[src/rtl/ieeedrv_seek_gen_if.sv]
// Seek request/response bundle between a drive controller (master)
// and the stepper-phase generator (slave).
interface ieeedrv_seek_gen_if;
    logic       start;
    logic [7:0] target_track;
    logic       busy;
    logic       done;
    logic       err;
    logic [7:0] cur_track;

    modport master (
        output start, target_track,
        input  busy, done, err, cur_track
    );

    modport slave (
        input  start, target_track,
        output busy, done, err, cur_track
    );
endinterface

[src/rtl/ieeedrv_seek_gen.sv]
// Stepper-phase generator for the 4040/8250 head mechanism: walks the head to a
// logical target track one phase change per step period, then settles and pulses done.
module ieeedrv_seek_gen #(
    parameter int STEP_CYCLES   = 16000,
    parameter int SETTLE_CYCLES = 32000
) (
    input  logic              clk_sys,
    input  logic              reset,
    input  logic              ce,
    input  logic              drv_type,
    input  logic              mounted,
    ieeedrv_seek_gen_if.slave req,
    output logic [1:0]        stp,
    output logic              hd,
    output logic              mtr
);
    localparam int TMAX = (STEP_CYCLES > SETTLE_CYCLES) ? STEP_CYCLES : SETTLE_CYCLES;
    localparam int TW   = (TMAX > 1) ? $clog2(TMAX) : 1;
    localparam logic [TW-1:0] STEP_LOAD   = TW'(STEP_CYCLES - 1);
    localparam logic [TW-1:0] SETTLE_LOAD = TW'(SETTLE_CYCLES - 1);

    typedef enum logic [2:0] {
        S_IDLE,
        S_CHECK,
        S_STEP,
        S_WAIT,
        S_SETTLE,
        S_DONE
    } state_t;

    state_t        state;
    logic [8:0]    htrack;
    logic [8:0]    tgt_h;
    logic [7:0]    tgt_t;
    logic [TW-1:0] timer;
    logic          done_r;
    logic          err_r;

    logic          t_valid;
    logic [8:0]    t_h;
    logic          t_hd;
    logic [8:0]    dir_h;

    assign dir_h = drv_type ? 9'd34 : 9'd152;

    // Logical track -> head position in half (4040) or quarter (8250) track units
    always_comb begin
        t_valid = 1'b0;
        t_h     = '0;
        t_hd    = 1'b0;
        if (drv_type) begin
            if (tgt_t >= 8'd1 && tgt_t <= 8'd43) begin
                t_valid = 1'b1;
                t_h     = {1'b0, tgt_t - 8'd1} << 1;
            end
        end else if (tgt_t >= 8'd1 && tgt_t <= 8'd77) begin
            t_valid = 1'b1;
            t_h     = {1'b0, tgt_t - 8'd1} << 2;
        end else if (tgt_t >= 8'd78 && tgt_t <= 8'd154) begin
            t_valid = 1'b1;
            t_h     = {1'b0, tgt_t - 8'd78} << 2;
            t_hd    = 1'b1;
        end
    end

    assign req.cur_track = drv_type ? ({1'b0, htrack[7:1]} + 8'd1)
                                    : ({1'b0, htrack[8:2]} + (hd ? 8'd78 : 8'd1));
    assign req.busy = (state != S_IDLE);
    assign req.done = done_r;
    assign req.err  = err_r;
    assign mtr      = (state != S_IDLE);

    always_ff @(posedge clk_sys) begin
        if (reset) begin
            state  <= S_IDLE;
            stp    <= '0;
            hd     <= 1'b0;
            htrack <= dir_h;
            tgt_h  <= '0;
            tgt_t  <= '0;
            timer  <= '0;
            done_r <= 1'b0;
            err_r  <= 1'b0;
        end else if (mounted) begin
            // Re-home only; phase and side keep their last driven value
            state  <= S_IDLE;
            htrack <= dir_h;
            timer  <= '0;
            done_r <= 1'b0;
            err_r  <= 1'b0;
        end else begin
            done_r <= 1'b0;
            err_r  <= 1'b0;
            case (state)
                S_IDLE: begin
                    if (req.start) begin
                        tgt_t <= req.target_track;
                        state <= S_CHECK;
                    end
                end
                S_CHECK: begin
                    if (!t_valid) begin
                        err_r <= 1'b1;
                        state <= S_IDLE;
                    end else begin
                        tgt_h <= t_h;
                        hd    <= t_hd;
                        if (htrack != t_h) begin
                            state <= S_STEP;
                        end else if (hd != t_hd) begin
                            timer <= SETTLE_LOAD;
                            state <= S_SETTLE;
                        end else begin
                            done_r <= 1'b1;
                            state  <= S_DONE;
                        end
                    end
                end
                S_STEP: begin
                    if (htrack < tgt_h) begin
                        stp    <= stp + 2'd1;
                        htrack <= htrack + 9'd1;
                    end else begin
                        stp    <= stp - 2'd1;
                        htrack <= htrack - 9'd1;
                    end
                    timer <= STEP_LOAD;
                    state <= S_WAIT;
                end
                S_WAIT: begin
                    if (ce) begin
                        if (timer == '0) begin
                            if (htrack == tgt_h) begin
                                timer <= SETTLE_LOAD;
                                state <= S_SETTLE;
                            end else begin
                                state <= S_STEP;
                            end
                        end else begin
                            timer <= timer - TW'(1);
                        end
                    end
                end
                S_SETTLE: begin
                    if (ce) begin
                        if (timer == '0) begin
                            done_r <= 1'b1;
                            state  <= S_DONE;
                        end else begin
                            timer <= timer - TW'(1);
                        end
                    end
                end
                S_DONE: begin
                    state <= S_IDLE;
                end
                default: begin
                    state <= S_IDLE;
                end
            endcase
        end
    end
endmodule

[src/flat_wrapper.sv]
// flat-port wrapper written by rule: the top's interface ports become plain ports
module ieeedrv_seek_gen_flat 
#(
    parameter int STEP_CYCLES   = 16000,
    parameter int SETTLE_CYCLES = 32000
)
  (clk_sys, reset, ce, drv_type, mounted, stp, hd, mtr, req_start, req_target_track, req_busy, req_done, req_err, req_cur_track);
  ieeedrv_seek_gen_if req_i ();
  input  logic clk_sys;
  input  logic reset;
  input  logic ce;
  input  logic drv_type;
  input  logic mounted;
  output logic [1:0] stp;
  output logic hd;
  output logic mtr;
  input wire logic [$bits(req_i.start)-1:0] req_start;
  input wire logic [$bits(req_i.target_track)-1:0] req_target_track;
  output wire logic [$bits(req_i.busy)-1:0] req_busy;
  output wire logic [$bits(req_i.done)-1:0] req_done;
  output wire logic [$bits(req_i.err)-1:0] req_err;
  output wire logic [$bits(req_i.cur_track)-1:0] req_cur_track;
  assign req_i.start = req_start;
  assign req_i.target_track = req_target_track;
  assign req_busy = req_i.busy;
  assign req_done = req_i.done;
  assign req_err = req_i.err;
  assign req_cur_track = req_i.cur_track;
  ieeedrv_seek_gen #(.STEP_CYCLES(STEP_CYCLES), .SETTLE_CYCLES(SETTLE_CYCLES)) u_core (.clk_sys(clk_sys), .reset(reset), .ce(ce), .drv_type(drv_type), .mounted(mounted), .req(req_i), .stp(stp), .hd(hd), .mtr(mtr));
endmodule
[config.mk]
export PLATFORM = sky130hd
export DESIGN_NAME = ieeedrv_seek_gen_flat
export DESIGN_NICKNAME = d
export VERILOG_FILES = /design/src/rtl/ieeedrv_seek_gen_if.sv /design/src/rtl/ieeedrv_seek_gen.sv /design/src/flat_wrapper.sv
export SDC_FILE = /design/constraint.sdc
export NUM_CORES = 1
export LEC_CHECK = 0
export BUFFER_PORTS_ARGS = -buffer_cell sky130_fd_sc_hd__buf_2
export CAP_MARGIN = 10
export CORE_ASPECT_RATIO = 1.25
export CORE_MARGIN = 2
export CORE_UTILIZATION = 30
export DETAILED_ROUTE_END_ITERATION = 12
export SLEW_MARGIN = 15
export SYNTH_ARGS = -nofsm -noshare
export SYNTH_HDL_FRONTEND = slang
export SYNTH_SLANG_ARGS = --single-unit
[constraint.sdc]
create_clock -name clk_sys -period 5.4 [get_ports clk_sys]
set_input_delay 0.27 -clock clk_sys [delete_from_list [all_inputs] [get_ports clk_sys]]
set_output_delay 0.27 -clock clk_sys [all_outputs]
set_load 0.1 [all_outputs]
=== Word level (Yosys, flattened, before mapping) ===
Index checks and enable logic that the tools add are counted.
W data, S select, Z words.

* Register bits: 49
* Output and inout port bits: 15

* Add/sub/neg operators: 9
* Magnitude comparators: 6
* Equal/unequal tests: 17
* Mux-type cells: 44
* Bitwise operators: 2
* Reductions and logical operators: 15

{| class="wikitable"
|+ Operator list
! kind !! count
|-
| $mux W15 || 8
|-
| $mux W9 || 8
|-
| $pmux W15 S4 || 1
|-
| $mux W3 || 8
|-
| $mux W8 || 2
|-
| $logic_not A15 Y1 || 1
|-
| $pmux W3 S5 || 1
|-
| $sub A15 B1 Y15 const B || 1
|-
| $mux W1 || 13
|-
| $ne A2 B2 Y1 const B || 5
|-
| $add A9 B1 Y9 const B || 1
|-
| $eq A9 B9 Y1 || 1
|-
| $lt A9 B9 Y1 || 1
|-
| $ne A9 B9 Y1 || 1
|-
| $sub A9 B1 Y9 const B || 1
|-
| $add A7 B1 Y8 const B || 1
|-
| $add A7 B8 Y8 || 1
|-
| $ge A8 B1 Y1 const B || 1
|-
| $ge A8 B7 Y1 const B || 1
|-
| $le A8 B6 Y1 const B || 1
|-
| $le A8 B7 Y1 const B || 1
|-
| $le A8 B8 Y1 const B || 1
|-
| $ne A2 B1 Y1 const B || 4
|-
| $reduce_and A8 Y1 || 1
|-
| other kinds (22) || 28
|}

=== Longest topological paths before layout ===
Gate-level depths: netlist of run 1.

* Depth after elaboration: 10
* Mapped depth: 19
* Mapped depth without buffers: 19

=== Worst setup path before layout of run 1 ===
No wires, ideal clock.

* Kind: register to output
* From: reg u_core.hd
* To: out req_cur_track[6]
* Arrival time: 4.667 ns
* Data required time: 5.130 ns
* Slack: 0.463 ns
* Cell stages (with the launch flop): 10
* Cell sequence: dfxtp_1 > inv_1 > ha_1 > inv_1 > fa_1 > nor2b_1 > o21ai_0 > nand2b_1 > a22o_1 > a311oi_1

* Cells in the longest elaborated chain, start to end: 3

{| class="wikitable"
|+ RTL lines
! what !! RTL line !! text
|-
| from (decl) || ieeedrv_seek_gen.sv:14 || <nowiki>output logic hd,</nowiki>
|-
| from (signal assigned) || ieeedrv_seek_gen.sv:107 || <nowiki>hd <= t_hd;</nowiki>
|-
| $mux W7 || ieeedrv_seek_gen.sv:67 || <nowiki>: ({1'b0, htrack[8:2]} + (hd ? 8'd78 : 8'd1));</nowiki>
|-
| $add A7 B8 Y8 || ieeedrv_seek_gen.sv:67 ||
|-
| $mux W8 || ieeedrv_seek_gen.sv:66 || <nowiki>assign req.cur_track = drv_type ? ({1'b0, htrack[7:1]} + 8'd1)</nowiki>
|-
| to (decl) || flat_wrapper.sv:22 || <nowiki>output wire logic [$bits(req_i.cur_track)-1:0] req_cur_track;</nowiki>
|}

No other way between the ends.

=== Worst setup path in the final report of run 1 ===
* From: reg u_core.htrack[2]
* To: reg u_core.htrack[8], data pin

* Cells in the longest elaborated chain, start to end: 5

{| class="wikitable"
|+ RTL lines
! what !! RTL line !! text
|-
| from (decl) || ieeedrv_seek_gen.sv:32 || <nowiki>logic [8:0] htrack;</nowiki>
|-
| from (signal assigned) || ieeedrv_seek_gen.sv:78 || <nowiki>htrack <= dir_h;</nowiki>
|-
| from (signal assigned) || ieeedrv_seek_gen.sv:87 || <nowiki>htrack <= dir_h;</nowiki>
|-
| from (signal assigned) || ieeedrv_seek_gen.sv:122 || <nowiki>htrack <= htrack + 9'd1;</nowiki>
|-
| $sub A9 B1 Y9, or another cell as far along || ieeedrv_seek_gen.sv:125 || <nowiki>htrack <= htrack - 9'd1;</nowiki>
|-
| $mux W9 * || ieeedrv_seek_gen.sv:120 || <nowiki>if (htrack < tgt_h) begin</nowiki>
|-
| $mux W9 * || ieeedrv_seek_gen.sv:94 || <nowiki>case (state)</nowiki>
|-
| $mux W9 * || ieeedrv_seek_gen.sv:84 || <nowiki>end else if (mounted) begin</nowiki>
|-
| $mux W9 * || ieeedrv_seek_gen.sv:74 || <nowiki>if (reset) begin</nowiki>
|}

Mark *: on every way between the ends. The rest lies on a longest branch, timed or not. The select of a mux whose other input is x is not followed.
A chain may end at the register's enable or synchronous reset.

==> results of run 1 <==
[layer usage]
layer | wire length (um) | share of wire, % | track usage, % | vias to the layer above
met5 | 0 | 0 | 0 | -
li1 | - | - | - | 1768
met4 | 316 | 3.1 | 6.64 | 0
met3 | 289 | 2.8 | 2.62 | 22
met2 | 5410 | 53 | 27.1 | 59
met1 | 4190 | 41 | 16.6 | 1693
[placed cells by master, fill, tap and decap left out, drive strengths merged, types with 9 or more instances in the layout]
cell / instances
dfxtp: 39
inv: 27
xnor2: 23
buf: 31
o21ai: 22
ha: 27
nand2: 19
nor2: 46
nand3: 11
o21a: 14
nor2b: 13
mux2i: 15
nor3: 28
edfxtp: 9
a21oi: 36
a311oi: 11
[kinds of logic (layout without fill, tap and decap cells)]
kind of cell	count (synthesis)	after routing	share of synthesized area (%)
buffers and inverters	50	66	5.31
muxes	18	18	4.68
DFF	48	48	26.7
AOI/OAI and AO/OA	135	135	24.6
adders and majority gates	29	29	9.61
and+or+nand+nor	164	164	22.6
xor gates and xnor gates	29	29	6.46
[critical path, cell delays in order (launching register included)]
cell	delay (ns)
edfxtp_1	0.55
ha_1	0.36
nor2b_1	0.14
o21a_1	0.17
o21a_1	0.16
o21ai_0	0.18
nand2b_1	0.09
a21oi_1	0.13
o21ai_0	0.10
buf_4	0.19
fa_1	0.41
a21o_1	0.17
a21oi_1	0.21
o21bai_1	0.09
a21oi_1	0.25
o21bai_1	0.10
a21oi_1	0.18
xnor2_1	0.15
xnor2_1	0.13
nor2_1	0.05
[worst paths after layout]
path	from	to	slack (ns)
max	u_core.htrack[2]$_SDFFCE_PP0P_	u_core.htrack[8]$_SDFFCE_PP0P_	1.33
min	req_target_track[2]	u_core.tgt_t[2]$_SDFFE_PP0P_	0.20
max reg2reg	u_core.htrack[2]$_SDFFCE_PP0P_	u_core.htrack[8]$_SDFFCE_PP0P_	1.33
min reg2reg	u_core.timer[8]$_SDFFE_PP0P_	u_core.timer[8]$_SDFFE_PP0P_	0.49
[registers in the layout, summed over array words and instances, names as in the netlist]
name	count
u_core.req.err	1
u_core.tgt_h	8
u_core.tgt_t	8
u_core.htrack	9
u_core.state	3
u_core.stp	2
u_core.hd	1
u_core.req.done	1
u_core.timer	15
[power breakdown]
group	leakage [nW]	total (W)	switching [W]	internal, W
registers	0.412	0.000483	0.0000764	0.000407
logic	1.15	0.000967	0.000598	0.000369
clock network	0.0679	0.000309	0.000137	0.000172
[cell type report]
type	instances	share of cell area [%]
inverters	27	2.34
repair buffers	31	3.75
multi-input cells	375	61.7
flip-flops and latches	48	24.2
well taps	168	4.85
clock buffers	7	3.06
clock inverters	1	0.115
[metrics by stage]
stage                     instances  instance area [um2]  setup WS (ns)  util [%]  hold slack (ns)
final                           657                 4340           1.33      33.9            0.201
after global routing            657                 4340           1.06      33.9            0.208
after CTS                       657                 4340           1.36      33.9            0.200
after detailed placement        649                 4200           1.38      32.9            0.470
after global placement          649                 4200           1.54      32.9            0.468
after floorplan                 473                 3930          0.463         -            0.414
==> flow_summary.json, run 1 <==
{
  "outcome": "finished clean",
  "peakVddDrop_uv": 189,
  "dr.pass1.iters": 4,
  "drt-wirelength-per-cell_um": 15.5,
  "viasPerCell": 5.39,
  "min_path_cells": 3,
  "layout.nets": 531,
  "area_growth_pct": 10.2,
  "drt_iter0_drc": 172,
  "rsz0062_at_grt": "false",
  "postCtsSetupBuffers": 0,
  "layout-drive-gt1-share_pct": 12.3,
  "fill_cells": 1357,
  "antenna_found_initial": 0,
  "start_util_pct": 30.8,
  "synth_nets": 516,
  "fin_skew_ns": 0.00725,
  "dp_hpwl_um": 7740,
  "hold_viol": 0,
  "synth_cell_type_count": 77,
  "synth_top_area_share_pct": 19.8,
  "grt_pass1_wl_um": 16900,
  "clk_latency_ns": 0.30,
  "clk_pin_slew_ns": 0.07,
  "crit_fanout": 10,
  "worstPathArrival_ns": 4.10,
  "worst_setup_path_end_kind": "flip-flop",
  "cts-root-buf": "clkbuf_16",
  "ys_ff_latch": 48,
  "cts_tree": "yes",
  "die_w_um": 106,
  "clockBufferDepth": 2,
  "p_leak_nw": 1.63,
  "maxSlewViolCount": 0,
  "hold_class": "in -> reg",
  "synth_top_cell_by_area": "dfxtp_1",
  "finalSetupViolations": 0,
  "yosysSeqAreaShare_pct": 26.7,
  "grt_max_degree": 33,
  "track_usage_pct": 14.9,
  "routed_wl_um": 10200,
  "fmax_mhz": 245,
  "hold_buffers": 0,
  "synth_warnings": 0,
  "ff2ff_path_depth": 19,
  "die_h_um": 132,
  "grt_pass1_vias": 3481,
  "p_total_w": 0.00176,
  "synthArstFlopShare_pct": 0,
  "synthCells": 473,
  "clkSinkCount": 48,
  "min_period_over_period_pct": 75.4,
  "io-pin-count": 29,
  "min_period_ns": 4.07,
  "core_area_mm2": 0.0128,
  "grt_overflow": 0,
  "ys.flop_type": "dfxtp_1",
  "critPathKind": "reg -> reg",
  "syn_area_mm2": 0.00393,
  "synth_common_cells": "45 x nor2_1, 39 x dfxtp_1, 35 x a21oi_1",
  "htree_levels": 2,
  "cts_buffers": 5,
  "diodes": 0,
  "place_congestion": 0.908,
  "remaining_drc_errors": 0,
  "synth_edf_count": 9,
  "ant_nets": 0,
  "tightestPinTransition_ns": 0.903,
  "avgSynthCellArea_um2": 8.32,
  "setup_tns_ns": 0,
  "dieArea_mm2": 0.0141,
  "regArea_mm2": 0.00105,
  "relSlewSlack_pct": 39.8,
  "cap_violations": 0,
  "multi_input_area_mm2": 0.00267,
  "synthTopCellsByArea": "dfxtp_1 20%, ha_1 8.6%, edfxtp_1 6.9%, xnor2_1 5.1%, a21oi_1 4.5%",
  "vias": 3542,
  "cts.repair.resized": 0,
  "port_buffers": 28,
  "yosysMostFrequentCell": "nor2_1",
  "power_density_mw_per_mm2": 406,
  "required_ns": 5.43,
  "cp-start-kind": "flip-flop",
  "rows": 46
}
No activity file was read; power rests on OpenSTA's default activity.
==> run 2, diff against run 1 <==
Settings changed: ABC_AREA set to 1.
Clock period 5.4 ns to 3.4 ns, I/O delays scaled along.
==> flow_summary.json, run 2 <==
{
  "port_buffers": 28,
  "hold_class": "in -> reg",
  "viasPerCell": 4.81,
  "power_density_mw_per_mm2": 605,
  "min_period_over_period_pct": 91.4,
  "critPathKind": "reg -> reg",
  "place_congestion": 0.877,
  "remaining_drc_errors": 0,
  "rows": 48,
  "peakVddDrop_uv": 501,
  "synth_top_cell_by_area": "dfxtp_1",
  "grt_pass1_vias": 3919,
  "synth_nets": 678,
  "clockBufferDepth": 2,
  "multi_input_area_mm2": 0.00279,
  "grt_max_degree": 20,
  "cts_tree": "yes",
  "clockPowerShare_pct": 17.4,
  "layout-drive-gt1-share_pct": 19.6,
  "grt_overflow": 0,
  "synth_edf_count": 9,
  "ys.flop_type": "dfxtp_1",
  "io-pin-count": 29,
  "ant_nets": 0,
  "outcome": "finished clean",
  "place_ws_ns": 0.136,
  "place_area_mm2": 0.00468,
  "mostFrequentLayoutCell": "nand2_1",
  "area_growth_pct": 13.6,
  "diodes": 0,
  "fmax_mhz": 322,
  "htree_levels": 2,
  "crit_fanout": 10,
  "largestRegisters": "u_core.timer: 15 flops, u_core.htrack: 9 flops",
  "p_leak_nw": 2.30,
  "seqPwrFrac_pct": 23.4,
  "cts-root-buf": "clkbuf_16",
  "synth_cell_type_count": 47,
  "avgSynthCellArea_um2": 6.74,
  "antenna_found_initial": 0,
  "die_h_um": 138,
  "required_ns": 3.44,
  "largest_reg_flops": 15,
  "routed_wl_um": 11000,
  "dp_hpwl_um": 8620,
  "layout_common_cells": "133 x nand2_1, 85 x inv_1, 55 x nor2_1",
  "synthCells": 635,
  "finalSetupViolations": 0,
  "dieArea_mm2": 0.0152,
  "cp-start-kind": "flip-flop",
  "grt_pass1_wl_um": 18600,
  "clk_latency_ns": 0.29,
  "ys_ff_latch": 48,
  "synth_common_cells": "133 x nand2_1, 86 x inv_1, 56 x nor2_1",
  "worstPathArrival_ns": 3.15,
  "relSlewSlack_pct": 33.4,
  "die_w_um": 111,
  "synthTopCellsByArea": "dfxtp_1 18%, nand2_1 12%, ha_1 7.9%, inv_1 7.5%, edfxtp_1 6.3%",
  "yosysSeqAreaShare_pct": 24.6,
  "largest_register": "u_core.timer",
  "fin_area_mm2": 0.00486,
  "core_area_mm2": 0.0139,
  "hold_viol": 0,
  "yosysMostFrequentCell": "nand2_1",
  "fin_skew_ns": 0.00494,
  "setup_slack_ns": 0.292,
  "worst_setup_path_end_kind": "flip-flop",
  "p_int_w": 0.00153,
  "cap_violations": 0,
  "clk_pin_slew_ns": 0.07,
  "p_sw_w": 0.00141,
  "fill_cells": 1509,
  "drt-wirelength-per-cell_um": 13.0,
  "tightestPinTransition_ns": 0.996,
  "synthArstFlopShare_pct": 0,
  "power_frac_comb_pct": 59.1,
  "start_util_pct": 30.8,
  "synth_warnings": 0,
  "vias": 4084,
  "regArea_mm2": 0.00105,
  "syn_area_mm2": 0.00428,
  "fin_util_pct": 35.0,
  "swShare_pct": 48.0,
  "cts_buffers": 5,
  "dr.pass1.iters": 4,
  "drt_iter0_drc": 191,
  "track_usage_pct": 14.9,
  "maxSlewViolCount": 0,
  "layout.nets": 716,
  "min_period_ns": 3.11,
  "clkSinkCount": 48,
  "synth_top_area_share_pct": 18.2
}
run 2: layout make-up:
cell class / count / share of cell area [%]
well taps: 175 / 4.50
multi-input cells: 473 / 57.4
flip-flops and latches: 48 / 21.6
inverters: 99 / 7.85
repair buffers: 46 / 5.66
clock buffers: 8 / 3.01
run 2: power groups by stage:
| stage | Clock [W] | Combinational, W | Sequential [W] |
|---|---|---|---|
| floorplan | 0 | 0.00129 | 0.000724 |
| global placement | 0 | 0.00166 | 0.000700 |
| detailed placement | 0 | 0.00166 | 0.000702 |
| CTS | 0.000523 | 0.00167 | 0.000689 |
| global route | 0.000543 | 0.00196 | 0.000694 |
| finish | 0.000513 | 0.00174 | 0.000688 |
run 2: critical path, cell delays in order (launching register included):
cell and delay (ns):
edfxtp_1 0.39, ha_1 0.30, inv_1 0.06, nor2_1 0.03, o211ai_1 0.15, nand2_1 0.07
nand3_1 0.08, a21oi_1 0.09, nor2_2 0.19, inv_4 0.10, fa_2 0.34, nand2_1 0.06
inv_1 0.04, o21ai_1 0.11, nand2_1 0.09, a21oi_1 0.13, nor2_1 0.05, nor2_1 0.08
inv_1 0.05, nand2_1 0.05, inv_1 0.05, nor2_1 0.08, o21bai_1 0.08, xor2_1 0.13
nor2_1 0.05
run 2: final timing paths:
kind                                                startpoint                              to  cells after the start  slack [ns]
worst max-delay path            u_core.htrack[2]$_SDFFCE_PP0P_  u_core.htrack[8]$_SDFFCE_PP0P_                     24        0.29
worst min-delay path                       req_target_track[5]    u_core.tgt_t[5]$_SDFFE_PP0P_                      3        0.16
worst max register to register  u_core.htrack[2]$_SDFFCE_PP0P_  u_core.htrack[8]$_SDFFCE_PP0P_                     24        0.29
worst min register to register      u_core.stp[1]$_SDFFE_PP0P_      u_core.stp[1]$_SDFFE_PP0P_                      2        0.47
run 2: through the flow:
step | TNS (ns) | hold WS, ns | power, W | std cells
6_report | 0 | 0.161 | 0.00294 | 849
5_1_grt | -0.000979 | 0.196 | 0.00319 | 849
4_1_cts | 0 | 0.159 | 0.00288 | 848
3_5_place_dp | 0 | 0.460 | 0.00236 | 840
3_3_place_gp | 0 | 0.449 | 0.00236 | 840
2_1_floorplan | 0 | 0.332 | 0.00201 | 635
run 2: kinds of logic after synthesis:
family / share of synthesized area [%]
and+or+nand+nor: 34.2
DFF: 24.6
buffers and inverters: 11.0
AOI/OAI and AO/OA: 16.3
adders and majority gates: 8.83
xor gates and xnor gates: 5.12
run 2: what timing repair did:
action	in CTS	in global routing
setup buffers	0	1
hold endpoints to repair	0	0
setup endpoints to repair	0	2
hold buffers	0	0
gates resized for setup	0	9
run 2: routing by layer:
layer / routed length [um] / track usage (%) / vias up
li1: - / - / 2154
met1: 4850 / 17.5 / 1841
met2: 5580 / 27.8 / 68
met3: 291 / 1.58 / 21
met4: 310 / 5.76 / 0
met5: 0 / 0 / -
==> run 3, diff against run 2 <==
Settings changed: BUFFER_PORTS_ARGS -buffer_cell sky130_fd_sc_hd__buf_2 to -buffer_cell sky130_fd_sc_hd__buf_4.
==> flow_summary.json, run 3 (synthesis gave the netlist of run 2 again) <==
{
  "peakVddDrop_uv": 315,
  "hold_end": "u_core.tgt_t[2]$_SDFFE_PP0P_",
  "largestRegisters": "u_core.timer: 15 flops, u_core.htrack: 9 flops",
  "layout_common_cells": "133 x nand2_1, 85 x inv_1, 55 x nor2_1",
  "port_buffers": 28,
  "clockBufferDepth": 2,
  "largest_reg_flops": 15,
  "layoutNonFillerInstCount": 847,
  "ff2ff_path_depth": 24,
  "grt_overflow": 0,
  "rows": 48,
  "drt-wirelength-per-cell_um": 13.0,
  "io-pin-count": 29,
  "dieArea_mm2": 0.0152,
  "cap_violations": 0,
  "hold_viol": 0,
  "worstPathArrival_ns": 3.15,
  "dp.cells": 839,
  "power_density_mw_per_mm2": 601,
  "clk_pin_slew_ns": 0.07,
  "cp_slowest_cell": "edfxtp_1",
  "grt_max_degree": 25,
  "dr.pass1.iters": 4,
  "r2r-end": "u_core.htrack[8]$_SDFFCE_PP0P_",
  "path_common_cell": "nor2_1",
  "crit_chain": "ha_4 -> inv_1 -> nor2_1 -> o211ai_1 -> nand2_1 -> nand3_1 -> a21oi_1 -> nor2_2 -> inv_4 -> fa_1 -> nand2_1 -> inv_1 -> o21ai_0 -> nand2_1 -> a21oi_1 -> nor2_1 -> nor2_1 -> inv_1 -> nand2_1 -> inv_1 -> nor2_1 -> o21bai_1 -> xor2_1 -> nor2_1",
  "hold_start": "req_target_track[2]",
  "min_period_over_period_pct": 91.7,
  "worst_setup_path_end_kind": "flip-flop",
  "min_path_cells": 3,
  "p_leak_nw": 2.32,
  "required_ns": 3.43,
  "fmax_mhz": 321,
  "maxSlewViolCount": 0,
  "fin_util_pct": 35.6,
  "clk_latency_ns": 0.29,
  "cts.repair.resized": 0,
  "antenna_found_initial": 0,
  "rsz0062_at_grt": "true",
  "min_period_ns": 3.12,
  "vias": 4090,
  "cts_buffers": 5,
  "postCtsSetupBuffers": 0,
  "clkSinkCount": 48,
  "hold_buffers": 0,
  "track_usage_pct": 14.8,
  "slowest_delay_ns": 0.43,
  "area_growth_pct": 15.3,
  "critPathKind": "reg -> reg",
  "crit_fanout": 10,
  "cp-start-kind": "flip-flop",
  "rrSetupSlack_ns": 0.28,
  "setup_slack_ns": 0.281,
  "diodes": 0,
  "start_util_pct": 30.8,
  "place_ws_ns": 0.125,
  "ant_nets": 0,
  "die_w_um": 111,
  "core_area_mm2": 0.0139,
  "tightestPinTransition_ns": 0.932,
  "grt_pass1_vias": 3910,
  "layout.nets": 714,
  "hold_class": "in -> reg",
  "viasPerCell": 4.83,
  "setup_tns_ns": 0,
  "die_h_um": 138,
  "dp_hpwl_um": 8620,
  "htree_levels": 2,
  "outcome": "finished clean",
  "place_congestion": 0.877,
  "largest_register": "u_core.timer",
  "timing.rr.start": "u_core.htrack[2]$_SDFFCE_PP0P_",
  "grt_pass1_wl_um": 18500,
  "mostFrequentLayoutCell": "nand2_1",
  "p_total_w": 0.00297,
  "remaining_drc_errors": 0,
  "layout-drive-gt1-share_pct": 19.3,
  "cts_tree": "yes",
  "fin_skew_ns": 0.00422,
  "routed_wl_um": 11000,
  "drt_iter0_drc": 134,
  "finalSetupViolations": 0,
  "relSlewSlack_pct": 37.6,
  "cts-root-buf": "clkbuf_16"
}
[run 3: power breakdown]
part | total, W | leakage (nW) | internal (W) | switching, W
Combinational | 0.00171 | 1.83 | 0.000588 | 0.00112
Clock | 0.000562 | 0.0808 | 0.000346 | 0.000216
Sequential | 0.000691 | 0.412 | 0.000646 | 0.0000453
Total | 0.00297 | 2.32 | 0.00158 | 0.00139
[run 3: metal layers]
metal / wire length [um] / track usage, %
met3: 246 / 1.80
met1: 4910 / 17.4
met2: 5660 / 27.7
met4: 176 / 5.56
met5: 0 / 0
[run 3: layout make-up]
cell class | count | area [um2]
multi-input cells | 473 | 2790
inverters | 99 | 382
well taps | 175 | 219
repair buffers | 44 | 330
flip-flops and latches | 48 | 1050
fillers | 1515 | 8940
clock inverters | 2 | 35.0
clock buffers | 6 | 129
[run 3: how the worst max path moves through the flow]
stage                                   start                             end  slack [ns]
3_5_place_dp   u_core.htrack[2]$_SDFFCE_PP0P_      u_core.htrack[7]$_DFFE_PP_        0.13
2_1_floorplan      u_core.htrack[3]$_DFFE_PP_                req_cur_track[7]        0.04
4_1_cts        u_core.htrack[2]$_SDFFCE_PP0P_      u_core.htrack[7]$_DFFE_PP_        0.09
6_report       u_core.htrack[2]$_SDFFCE_PP0P_  u_core.htrack[8]$_SDFFCE_PP0P_        0.28
5_1_grt        u_core.htrack[2]$_SDFFCE_PP0P_      u_core.htrack[7]$_DFFE_PP_       -0.01
3_3_place_gp   u_core.htrack[2]$_SDFFCE_PP0P_  u_core.htrack[8]$_SDFFCE_PP0P_        0.20
[run 3: stage by stage]
| step | hold WS (ns) | area (um2) |
|---|---|---|
| floorplan | 0.332 | 4290 |
| global placement | 0.448 | 4750 |
| detailed placement | 0.448 | 4750 |
| CTS | 0.158 | 4910 |
| global route | 0.161 | 4930 |
| finish | 0.161 | 4930 |
[run 3: worst max-delay path, delay by kind of cell, from the launching register on]
family | cells | cell delay [ns]
simple gates | 11 | 0.83
compound gates | 5 | 0.57
xor+xnor | 1 | 0.14
fa+ha+maj | 2 | 0.62
buf+inv | 5 | 0.27
flops | 1 | 0.43
